### src/rtl/larpix_cmd_pkg.sv
// Shared encodings, packet layout and FSM state type for the LArPix command scheduler.
package larpix_cmd_pkg;

  localparam logic [1:0]  OP_WRITE     = 2'd2;
  localparam logic [1:0]  OP_READ      = 2'd3;
  localparam logic [31:0] MAGIC_NUMBER = 32'h8950_4E47;

  // Packet field offsets (LSB positions)
  localparam int OP_LSB    = 0;
  localparam int CHIP_LSB  = 2;
  localparam int ADDR_LSB  = 10;
  localparam int DATA_LSB  = 18;
  localparam int MAGIC_LSB = 26;
  localparam int PAR_BIT   = 63;

  typedef enum logic [2:0] {
    ST_IDLE,
    ST_LOAD,
    ST_WAIT_BUSY,
    ST_WAIT_DONE,
    ST_GAP
  } state_t;

  // Assemble a 64-bit packet; reads carry zero data, top bit forces odd overall parity.
  function automatic logic [63:0] build_packet(input logic [1:0] op, input logic [7:0] chip_id,
                                               input logic [7:0] addr, input logic [7:0] data);
    logic [63:0] p;
    p = '0;
    p[OP_LSB +: 2]     = op;
    p[CHIP_LSB +: 8]   = chip_id;
    p[ADDR_LSB +: 8]   = addr;
    p[DATA_LSB +: 8]   = (op == OP_READ) ? 8'h00 : data;
    p[MAGIC_LSB +: 32] = MAGIC_NUMBER;
    p[PAR_BIT]         = ~^p[PAR_BIT-1:0];
    return p;
  endfunction

endpackage

### src/rtl/larpix_cmd_scheduler_rr_arbiter.sv
// Round-robin arbiter: first requester at or after the pointer wins; pointer advances past the winner on accept.
module rr_arbiter #(
  parameter int NREQ = 2
) (
  input  logic                    clk,
  input  logic                    rst,
  input  logic [NREQ-1:0]         req,
  input  logic                    accept,
  output logic [NREQ-1:0]         grant,
  output logic [$clog2(NREQ)-1:0] grant_idx,
  output logic                    any
);

  localparam int PW = $clog2(NREQ);

  logic [PW-1:0] ptr;

  // Wrapping search starting at the pointer
  always_comb begin
    int idx;
    grant     = '0;
    grant_idx = '0;
    any       = 1'b0;
    idx       = 0;
    for (int off = 0; off < NREQ; off++) begin
      idx = int'(ptr) + off;
      if (idx >= NREQ) idx = idx - NREQ;
      if (!any && req[idx]) begin
        any        = 1'b1;
        grant[idx] = 1'b1;
        grant_idx  = PW'(idx);
      end
    end
  end

  // Pointer moves to the requester after the one just accepted
  always_ff @(posedge clk or posedge rst) begin
    if (rst)
      ptr <= '0;
    else if (accept && any)
      ptr <= (grant_idx == PW'(NREQ - 1)) ? '0 : grant_idx + 1'b1;
  end

endmodule

### src/rtl/larpix_cmd_scheduler.sv
// Arbitrates LArPix config commands from several requesters onto one UART TX,
// building framed packets and pacing them with busy handshake, timeout and inter-packet gap.
module larpix_cmd_scheduler
  import larpix_cmd_pkg::*;
#(
  parameter int NREQ         = 2,
  parameter int WIDTH        = 64,
  parameter int GAP_CYCLES   = 4,
  parameter int BUSY_TIMEOUT = 8
) (
  input  logic              clk,
  input  logic              reset,
  input  logic [NREQ-1:0]   req_valid,
  output logic [NREQ-1:0]   req_ready,
  input  logic [2*NREQ-1:0] req_op,
  input  logic [8*NREQ-1:0] req_chip_id,
  input  logic [8*NREQ-1:0] req_addr,
  input  logic [8*NREQ-1:0] req_data,
  output logic [WIDTH-1:0]  tx_data,
  output logic              ld_tx_data,
  input  logic              tx_busy,
  output logic              err_bad_op,
  output logic              err_timeout,
  output logic [15:0]       pkt_count
);

  localparam logic [15:0] TMO_LAST = 16'(BUSY_TIMEOUT - 1);
  localparam logic [15:0] GAP_LAST = 16'((GAP_CYCLES == 0) ? 0 : GAP_CYCLES - 1);

  state_t                    state, state_nxt;
  logic [NREQ-1:0]           grant;
  logic [$clog2(NREQ)-1:0]   gidx;
  logic                      any_req, accept, op_ok, tmo_hit;
  logic [1:0]                g_op;
  logic [7:0]                g_chip, g_addr, g_data;
  logic [15:0]               tmo_cnt, gap_cnt;

  rr_arbiter #(.NREQ(NREQ)) u_arb (
    .clk       (clk),
    .rst       (reset),
    .req       (req_valid),
    .accept    (accept),
    .grant     (grant),
    .grant_idx (gidx),
    .any       (any_req)
  );

  assign accept  = (state == ST_IDLE) && any_req;
  assign g_op    = req_op[2*int'(gidx) +: 2];
  assign g_chip  = req_chip_id[8*int'(gidx) +: 8];
  assign g_addr  = req_addr[8*int'(gidx) +: 8];
  assign g_data  = req_data[8*int'(gidx) +: 8];
  assign op_ok   = g_op[1];  // only 2 (write) and 3 (read) are real packets
  assign tmo_hit = (state == ST_WAIT_BUSY) && !tx_busy && (tmo_cnt == TMO_LAST);

  // State register
  always_ff @(posedge clk or posedge reset) begin
    if (reset) state <= ST_IDLE;
    else       state <= state_nxt;
  end

  // Next-state logic
  always_comb begin
    state_nxt = state;
    case (state)
      ST_IDLE:      if (accept) state_nxt = op_ok ? ST_LOAD : ST_IDLE;
      ST_LOAD:      state_nxt = ST_WAIT_BUSY;
      ST_WAIT_BUSY: if (tx_busy) state_nxt = ST_WAIT_DONE;
                    else if (tmo_hit) state_nxt = ST_GAP;
      ST_WAIT_DONE: if (!tx_busy) state_nxt = ST_GAP;
      ST_GAP:       if (gap_cnt == GAP_LAST) state_nxt = ST_IDLE;
      default:      state_nxt = ST_IDLE;
    endcase
  end

  // Outputs; ready is masked during reset since the state already reads IDLE then
  always_comb begin
    req_ready   = '0;
    ld_tx_data  = 1'b0;
    err_timeout = 1'b0;
    if (state == ST_IDLE && !reset) req_ready = grant;
    if (state == ST_LOAD)           ld_tx_data = 1'b1;
    err_timeout = tmo_hit;
  end

  // Packet capture, counters and bad-op pulse; tx_data is valid in the LOAD cycle
  always_ff @(posedge clk or posedge reset) begin
    if (reset) begin
      tx_data    <= '0;
      pkt_count  <= '0;
      err_bad_op <= 1'b0;
      tmo_cnt    <= '0;
      gap_cnt    <= '0;
    end else begin
      err_bad_op <= accept && !op_ok;
      if (accept && op_ok) begin
        tx_data   <= WIDTH'(build_packet(g_op, g_chip, g_addr, g_data));
        pkt_count <= pkt_count + 16'd1;
      end
      tmo_cnt <= (state == ST_WAIT_BUSY) ? tmo_cnt + 16'd1 : 16'd0;
      gap_cnt <= (state == ST_GAP)       ? gap_cnt + 16'd1 : 16'd0;
    end
  end

endmodule

### config.mk
export PLATFORM = sky130hd
export DESIGN_NAME = larpix_cmd_scheduler
export DESIGN_NICKNAME = d
export VERILOG_FILES = /design/src/rtl/larpix_cmd_pkg.sv /design/src/rtl/larpix_cmd_scheduler_rr_arbiter.sv /design/src/rtl/larpix_cmd_scheduler.sv
export SDC_FILE = /design/constraint.sdc
export NUM_CORES = 1
export LEC_CHECK = 0
export BUFFER_PORTS_ARGS = -buffer_cell sky130_fd_sc_hd__buf_4
export CORE_MARGIN = 8
export CORE_UTILIZATION = 40
export CTS_BUF_LIST = sky130_fd_sc_hd__clkbuf_8
export CTS_CLUSTER_DIAMETER = 120
export DETAILED_ROUTE_END_ITERATION = 8
export GPL_TIMING_DRIVEN = 0
export PLACE_DENSITY = 0.76
export SLEW_MARGIN = 20
export SYNTH_ARGS = -nofsm -noshare
export SYNTH_HDL_FRONTEND = slang
export SYNTH_SLANG_ARGS = --single-unit
### constraint.sdc
create_clock -name clk -period 2.4 [get_ports clk]
set_input_delay 0.12 -clock clk [delete_from_list [all_inputs] [get_ports clk]]
set_output_delay 0.12 -clock clk [all_outputs]
set_load 0.01 [all_outputs]
==> impl_metrics.prom, run 1 <==
# TYPE chip_impl_metric gauge
chip_impl_metric{name="finalHoldViolations",unit=""} 0
chip_impl_metric{name="initial_utilization",unit="%"} 41.2
chip_impl_metric{name="timing.final.crit_share",unit="%"} 92.8
chip_impl_metric{name="fp-row-count",unit=""} 38
chip_impl_metric{name="clkLatencyLatePin",unit="ns"} 0.36
chip_impl_metric{name="first_global_vias",unit=""} 3908
chip_impl_metric{name="worst-slew-pin-transition",unit="ns"} 0.516
chip_impl_metric{name="wl",unit="µm"} 11300
chip_impl_metric{name="pleak",unit="nW"} 2.88
chip_impl_metric{name="cts.path.max_buffers",unit=""} 2
chip_impl_metric{name="die-height",unit="µm"} 122
chip_impl_metric{name="async_flop_share",unit="%"} 100
chip_impl_metric{name="number_of_buffers_added_on_ports",unit=""} 116
chip_impl_metric{name="max_slew_margin",unit="%"} 65.6
chip_impl_metric{name="power.density",unit="nW/µm²"} 822
chip_impl_info{name="cts_tree",value="yes"} 1
chip_impl_info{name="endpoint_kind",value="register"} 1
chip_impl_info{name="mostFrequentLayoutCells",value="buf_4 (156), dfrtp_1 (81), nor2_1 (52)"} 1
chip_impl_metric{name="final_stage_net_count",unit=""} 672
chip_impl_metric{name="grt_residual_overflow",unit=""} 0
chip_impl_info{name="hold_start",value="tx_busy"} 1
chip_impl_metric{name="cts-buffers-inserted",unit=""} 9
chip_impl_metric{name="yosysWarnings",unit=""} 0
chip_impl_metric{name="post-place-cells",unit=""} 736
chip_impl_info{name="clock_tree.root_cell",value="clkbuf_8"} 1
chip_impl_info{name="critical_path.reg2reg.startpoint",value="u_arb.ptr"} 1
chip_impl_metric{name="placed_area",unit="µm²"} 5640
chip_impl_metric{name="setup_viol",unit=""} 0
chip_impl_metric{name="timing.clock.skew",unit="ns"} 0.0149
chip_impl_metric{name="routabilityCongestion",unit=""} 0.836
chip_impl_metric{name="synth.ff_latch_count",unit=""} 81
chip_impl_metric{name="grt.total_usage",unit="%"} 15.6
chip_impl_metric{name="antennaDiodeCount",unit=""} 0
chip_impl_info{name="critical_path.startpoint",value="u_arb.ptr"} 1
chip_impl_metric{name="io_pins",unit=""} 142
chip_impl_metric{name="place.detailed.hpwl",unit="µm"} 8750
chip_impl_info{name="status",value="completed"} 1
chip_impl_metric{name="timing.fmax",unit="GHz"} 0.449
chip_impl_metric{name="avgViaCountPerCell",unit=""} 4.83
chip_impl_metric{name="drt_iter0_markers",unit=""} 119
chip_impl_metric{name="post_synth_instance_area",unit="µm²"} 4480
chip_impl_metric{name="timing.final.crit_period",unit="ns"} 2.23
chip_impl_metric{name="synthDistinctLibCells",unit=""} 42
chip_impl_info{name="synthFlopType",value="dfrtp_1"} 1
chip_impl_metric{name="floorplan.core_area",unit="µm²"} 10900
chip_impl_metric{name="area_growth_syn_to_layout",unit="%"} 32.9
chip_impl_metric{name="die-width",unit="µm"} 122
chip_impl_metric{name="first_pass_iters",unit=""} 4
chip_impl_metric{name="synth-edff-count",unit=""} 0
chip_impl_metric{name="power_total",unit="mW"} 4.90
chip_impl_info{name="setup.worst_path.start_class",value="register"} 1
chip_impl_metric{name="post_drt_wl_per_cell",unit="µm"} 15.0
chip_impl_metric{name="cp.required",unit="ns"} 2.62
chip_impl_metric{name="worst-path-max-fanout",unit=""} 8
chip_impl_metric{name="drc",unit=""} 0
chip_impl_metric{name="antenna_found_initial",unit=""} 0
chip_impl_metric{name="maxCapViolCount",unit=""} 0
chip_impl_info{name="synth_top_cells_by_area",value="dfrtp_1 (45%), xnor2_1 (9.4%), xor2_1 (6.1%)"} 1
chip_impl_metric{name="final_antenna_net_count",unit=""} 0
chip_impl_metric{name="ir_worst_vdd",unit="mV"} 0.561
chip_impl_metric{name="timing.critical_path.arrival",unit="ns"} 2.45
chip_impl_metric{name="vias",unit=""} 3648
chip_impl_metric{name="grt_max_degree",unit=""} 47
chip_impl_metric{name="final.setup.tns",unit="ns"} 0
chip_impl_metric{name="final_design_instance_area_without_fill",unit="µm²"} 5960
chip_impl_info{name="path_class",value="register to register"} 1
chip_impl_metric{name="cts-htree-levels",unit=""} 3
chip_impl_metric{name="fraction_of_layout_cells_with_a_size_suffix_above_1",unit="%"} 32.0
chip_impl_metric{name="clk_pin_slew",unit="ns"} 0.09
chip_impl_metric{name="netlist.area_leader.share",unit="%"} 45.2
chip_impl_metric{name="cts_sink_cnt",unit=""} 81
chip_impl_metric{name="floorplan.die_area",unit="µm²"} 14800
chip_impl_metric{name="post_layout_nonfiller_instances",unit=""} 755
chip_impl_metric{name="grt_pass1_wl",unit="µm"} 18900
chip_impl_metric{name="drv_slew",unit=""} 0
chip_impl_metric{name="syn-instance-count",unit=""} 456
chip_impl_info{name="netlist.top_cell.by_area",value="dfrtp_1"} 1
chip_impl_metric{name="synth_sequential_area_ratio",unit="%"} 45.2
chip_impl_info{name="layout.cells.most_common",value="buf_4"} 1
chip_impl_info{name="min-delay-path-class",value="primary input to register"} 1
chip_impl_metric{name="post_synth.cell_area_avg",unit="µm²"} 9.83
logic make-up (layout without fill, tap and decap cells):
family | Yosys count | in the layout | share of synthesized area (%)
AND/OR/NAND/NOR | 159 | 159 | 17.0
flip-flops | 81 | 81 | 45.2
other | 1 | 24 | 0.0837
buffers and inverters | 59 | 195 | 8.27
multiplexers | 27 | 27 | 6.06
adder cells (fa/ha/maj) | 5 | 5 | 1.40
AO/OA/AOI/OAI | 44 | 44 | 6.03
XOR/XNOR | 80 | 80 | 15.9
final cells by class:
type                            count  area [µm²]
Inverter                            8        32.5
Tap cell                          140         175
Timing Repair Buffer              122         938
Sequential cell                    81        2030
Clock inverter                      7        83.8
Fill cell                         958        4930
Multi-Input combinational cell    339        2220
Clock buffer                        9         124
Buffer                             49         350
sequential cells by signal, indices dropped and copies added (netlist names):
register    cells
u_arb.ptr       1
tmo_cnt        16
state           3
tx_data        28
pkt_count      16
gap_cnt        16
err_bad_op      1
critical path, cell delays in order, from the launching register on:
cell	delay, ns
dfrtp_1	0.39
nand2b_4	0.17
buf_4	0.16
a21bo_2	0.22
nand2_1	0.24
ha_4	0.24
nor2_2	0.06
and3b_1	0.18
a211oi_2	0.23
xnor2_1	0.14
o21ai_1	0.08
routing by layer:
layer	wire [µm]	track usage (%)	vias up
li1	-	-	1781
met1	4560	18.1	1753
met2	5750	26.9	104
met3	957	6.06	10
met4	80	3.08	0
met5	0	0	-
Yosys cell counts (2+ instances only):
cell and count:
xor2_1 31, and3b_1 2, o21ai_0 4, buf_1 2, ha_1 5, buf_4 36, nand2_1 38, a211oi_1 3
mux2i_1 26, nor2_1 53, or2_2 3, and4_1 4, a21oi_1 21, or3_1 3, and3_1 12, nor4_1 4
clkbuf_1 7, nand3_1 20, o31ai_1 8, inv_1 8, xnor2_1 48, dfrtp_1 81, nor3_1 8, nand4_1 7
buf_2 5
where the power goes:
group          internal (mW)  switching [mW]
sequential              1.66           0.217
clock                  0.501           0.558
combinational          0.966           0.991
stage by stage:
step,worst slack [ns],utilization [%],hold WS (ns)
CTS,0.0180,54.3,0.0247
detailed placement,-0.525,51.8,0.208
global route,-0.00665,54.7,0.0398
floorplan,0.00198,-,0.259
global placement,-0.820,51.6,0.399
finish,0.174,54.7,0.0354
what timing repair did:
action / 4_1_cts / 5_1_grt
endpoints found under the hold margin: 35 / 0
setup endpoints to repair: 1 / 16
hold buffers: 1 / 0
setup buffers: 2 / 2
pin swaps: 2 / 2
gates resized for setup: 10 / 10
final timing paths:
check | end | slack [ns] | depth (start not counted)
hold reg to reg | tmo_cnt[0] | 0.45 | 1
max in group asynchronous | pkt_count[13] | 1.43 | 4
setup / recovery | tx_data[63] | 0.17 | 10
hold / removal | state[0] | 0.04 | 3
setup reg to reg | tx_data[63] | 0.17 | 10
min in group asynchronous | tmo_cnt[13] | 0.38 | 3
(Power assumes the default switching activity.)
==> inputs of run 2 (changes only) <==
SYNTH_HIERARCHICAL = 1   (was default)
clock period = 1.8 ns   (was 2.4 ns; I/O delays follow)
==> run 2 against run 1 <==
The run now ends with negative setup slack left; wire length grew 4.2%; maximum frequency shrank 13%; via count grew 4.1%; global-route usage grew 0.18 points; critical path type unchanged; flip-flop and latch count is the same; final cell count grew 3.4%; die area grew 0.87%; setup slack lost 0.93 ns; hold slack lost 0.014 ns; sequential power grew 37%.
==> impl_metrics.prom, run 2 <==
# TYPE chip_impl_metric gauge
chip_impl_info{name="status",value="finished, violations left"} 1
chip_impl_info{name="failed_checks",value="negative setup slack"} 1
chip_impl_metric{name="antennaDiodeCount",unit=""} 0
chip_impl_metric{name="cts-htree-levels",unit=""} 3
chip_impl_info{name="hold_start",value="tx_busy"} 1
chip_impl_metric{name="place.detailed.hpwl",unit="µm"} 8870
chip_impl_metric{name="vias",unit=""} 3797
chip_impl_metric{name="synth_sequential_area_ratio",unit="%"} 44.8
chip_impl_metric{name="timing.critical_path.arrival",unit="ns"} 2.81
chip_impl_metric{name="first_pass_iters",unit=""} 4
chip_impl_metric{name="switching_share",unit="%"} 34.4
chip_impl_metric{name="timing.final.crit_share",unit="%"} 142
chip_impl_metric{name="post_synth.cell_area_avg",unit="µm²"} 9.92
chip_impl_info{name="mostFrequentLayoutCells",value="buf_4 (170), dfrtp_1 (79), nand2_1 (48)"} 1
chip_impl_info{name="largest_register",value="tx_data"} 1
chip_impl_metric{name="number_of_buffers_added_on_ports",unit=""} 117
chip_impl_metric{name="initial_utilization",unit="%"} 40.3
chip_impl_metric{name="timing.fmax",unit="GHz"} 0.392
chip_impl_metric{name="antenna_found_initial",unit=""} 0
chip_impl_metric{name="final_stage_net_count",unit=""} 695
chip_impl_metric{name="cts-buffers-inserted",unit=""} 9
chip_impl_metric{name="yosysWarnings",unit=""} 6
chip_impl_metric{name="grt_max_degree",unit=""} 25
chip_impl_metric{name="netlist.area_leader.share",unit="%"} 44.8
chip_impl_info{name="endpoint_kind",value="register"} 1
chip_impl_metric{name="p_comb_share",unit="%"} 44.0
chip_impl_metric{name="grt_util_met1",unit="%"} 19.1
chip_impl_metric{name="internal_power",unit="mW"} 4.82
chip_impl_metric{name="power.clock.fraction",unit="%"} 21.0
chip_impl_info{name="synth_top_cells_by_area",value="dfrtp_1 (45%), xor2_1 (7.5%), mux2i_1 (6.9%)"} 1
chip_impl_metric{name="post-place-ws",unit="ns"} -1.17
chip_impl_metric{name="routabilityCongestion",unit=""} 0.835
chip_impl_info{name="cts_tree",value="yes"} 1
chip_impl_metric{name="r2r_slack",unit="ns"} -0.75
chip_impl_metric{name="clkLatencyLatePin",unit="ns"} 0.36
chip_impl_metric{name="die-height",unit="µm"} 122
chip_impl_metric{name="power.density",unit="nW/µm²"} 1140
chip_impl_metric{name="drt_iter0_markers",unit=""} 181
chip_impl_metric{name="post_layout_nonfiller_instances",unit=""} 781
chip_impl_metric{name="filler_cell_count",unit=""} 973
chip_impl_metric{name="first_global_vias",unit=""} 3839
chip_impl_metric{name="worst-path-max-fanout",unit=""} 3
chip_impl_metric{name="clk_pin_slew",unit="ns"} 0.09
chip_impl_metric{name="gr-usage-met2",unit="%"} 27.3
chip_impl_metric{name="fp-row-count",unit=""} 39
chip_impl_metric{name="drc",unit=""} 0
chip_impl_info{name="netlist.top_cell.by_area",value="dfrtp_1"} 1
chip_impl_info{name="synthFlopType",value="dfrtp_1"} 1
chip_impl_metric{name="die-width",unit="µm"} 122
chip_impl_metric{name="grt_pass1_wl",unit="µm"} 19000
chip_impl_metric{name="cts.path.max_buffers",unit=""} 2
chip_impl_metric{name="synthDistinctLibCells",unit=""} 42
chip_impl_metric{name="final_antenna_net_count",unit=""} 0
chip_impl_metric{name="io_pins",unit=""} 142
chip_impl_metric{name="post-place-cells",unit=""} 742
chip_impl_metric{name="finalHoldViolations",unit=""} 0
chip_impl_metric{name="fin_ws",unit="ns"} -0.752
chip_impl_info{name="grt_setup_unrepaired",value="yes"} 1
chip_impl_metric{name="pleak",unit="nW"} 3.14
chip_impl_metric{name="async_flop_share",unit="%"} 100
chip_impl_metric{name="avgViaCountPerCell",unit=""} 4.86
chip_impl_metric{name="register_area",unit="µm²"} 2030
chip_impl_metric{name="syn-instance-count",unit=""} 456
chip_impl_metric{name="drv_slew",unit=""} 0
chip_impl_metric{name="area_growth_syn_to_layout",unit="%"} 42.7
chip_impl_info{name="top_cell_types_by_occurrence_after_synthesis",value="dfrtp_1 (81), nand2_1 (49), nor2_1 (41)"} 1
chip_impl_metric{name="floorplan.core_area",unit="µm²"} 11200
chip_impl_metric{name="synth-edff-count",unit=""} 0
chip_impl_info{name="most_repeated_cell_in_the_gate_level_netlist_after_synthesis",value="dfrtp_1"} 1
chip_impl_metric{name="cts_sink_cnt",unit=""} 81
chip_impl_metric{name="finalHoldWorstSlack",unit="ns"} 0.0210
chip_impl_metric{name="setup_viol",unit=""} 44
chip_impl_metric{name="power_switching",unit="mW"} 2.53
chip_impl_metric{name="multi_input_comb_area",unit="µm²"} 2340
chip_impl_info{name="grt_most_used_layer",value="met2"} 1
chip_impl_metric{name="grt.total_usage",unit="%"} 15.8
chip_impl_metric{name="largest_register_ff_count",unit=""} 28
chip_impl_metric{name="grt_residual_overflow",unit=""} 0
chip_impl_metric{name="fraction_of_layout_cells_with_a_size_suffix_above_1",unit="%"} 38.7
chip_impl_metric{name="wl",unit="µm"} 11800
chip_impl_metric{name="timing.clock.skew",unit="ns"} 0.0157
chip_impl_metric{name="maxCapViolCount",unit=""} 0
chip_impl_metric{name="cp.required",unit="ns"} 2.06
chip_impl_metric{name="post_synth_instance_area",unit="µm²"} 4530
chip_impl_metric{name="grt_use_met3",unit="%"} 3.82
chip_impl_metric{name="post_drt_wl_per_cell",unit="µm"} 15.1
chip_impl_metric{name="power.share.sequential",unit="%"} 35.0
chip_impl_metric{name="synth.ff_latch_count",unit=""} 81
chip_impl_metric{name="floorplan.die_area",unit="µm²"} 15000
chip_impl_info{name="clock_tree.root_cell",value="clkbuf_8"} 1
chip_impl_info{name="min-delay-path-class",value="primary input to register"} 1
chip_impl_metric{name="ir_worst_vdd",unit="mV"} 0.620
chip_impl_info{name="setup.worst_path.start_class",value="register"} 1
chip_impl_info{name="path_class",value="register to register"} 1
chip_impl_metric{name="timing.final.crit_period",unit="ns"} 2.55
chip_impl_info{name="layout.cells.most_common",value="buf_4"} 1
==> run 2: power groups by stage <==
stage	logic, mW	clock network (mW)	registers, mW
3_5_place_dp	2.83	0	2.58
2_1_floorplan	1.53	0	2.68
4_1_cts	3.17	1.59	2.54
5_1_grt	3.52	1.65	2.63
6_report	3.23	1.54	2.57
3_3_place_gp	2.75	0	2.56
==> run 2: logic make-up after synthesis <==
logic type / after synthesis / synth area share (%)
buf+inv: 61 / 8.85
flops: 81 / 44.8
compound gates: 46 / 6.11
simple gates: 154 / 16.3
xor+xnor: 72 / 14.4
mux: 36 / 8.10
other cells: 1 / 0.0829
fa+ha+maj: 5 / 1.38
==> run 2: cell type report <==
class,instances,area share (%)
timing repair buffer,145,18.8
sequential,81,31.4
clock inverter,5,1.34
multi-input combinational,337,36.3
tap,143,2.77
clock buffer,11,2.34
buffer,51,6.53
inverter,8,0.523
==> run 2: final timing paths <==
path	endpoint	cells after the start
min in group asynchronous	asynchronous set/reset pin	3
max in group asynchronous	tx_data[16]	5
min	state[0]	3
max reg2reg	tx_data[63]	13
min reg2reg	gap_cnt[0]	1
max	tx_data[63]	13
==> run 2: worst max-delay path, cell delays in order (launching register included) <==
cell	delay, ns
dfrtp_1	0.38
inv_2	0.05
a21boi_2	0.16
buf_6	0.13
buf_12	0.09
buf_12	0.09
mux2_4	0.33
ha_4	0.28
xor2_2	0.16
xnor2_2	0.13
xnor3_1	0.27
xnor2_1	0.20
xnor2_1	0.14
o21ai_1	0.07
==> run 2: per-stage QoR <==
stage | power (mW) | TNS, ns | cell area, µm² | utilization (%)
4_1_cts | 7.30 | -8.50 | 6380 | 56.8
3_3_place_gp | 5.31 | -11.54 | 5750 | 51.2
6_report | 7.35 | -9.49 | 6460 | 57.5
2_1_floorplan | 4.21 | -1.79 | 4690 | -
5_1_grt | 7.80 | -14.39 | 6460 | 57.5
3_5_place_dp | 5.41 | -13.80 | 5820 | 51.9
==> run 2: what timing repair did <==
action	4_1_cts	5_1_grt
pin swaps	13	4
setup buffers	16	4
hold endpoints to repair	36	0
hold buffers	2	0
gates cloned	3	0
endpoints found under the setup margin	43	72
resized for setup	36	19
==> run 2: metal layers <==
layer	part of all wire (%)	vias to the layer above
met1	41	1847
met2	50	105
met5	0	-
li1	-	1828
met4	1.3	0
met3	7.3	17
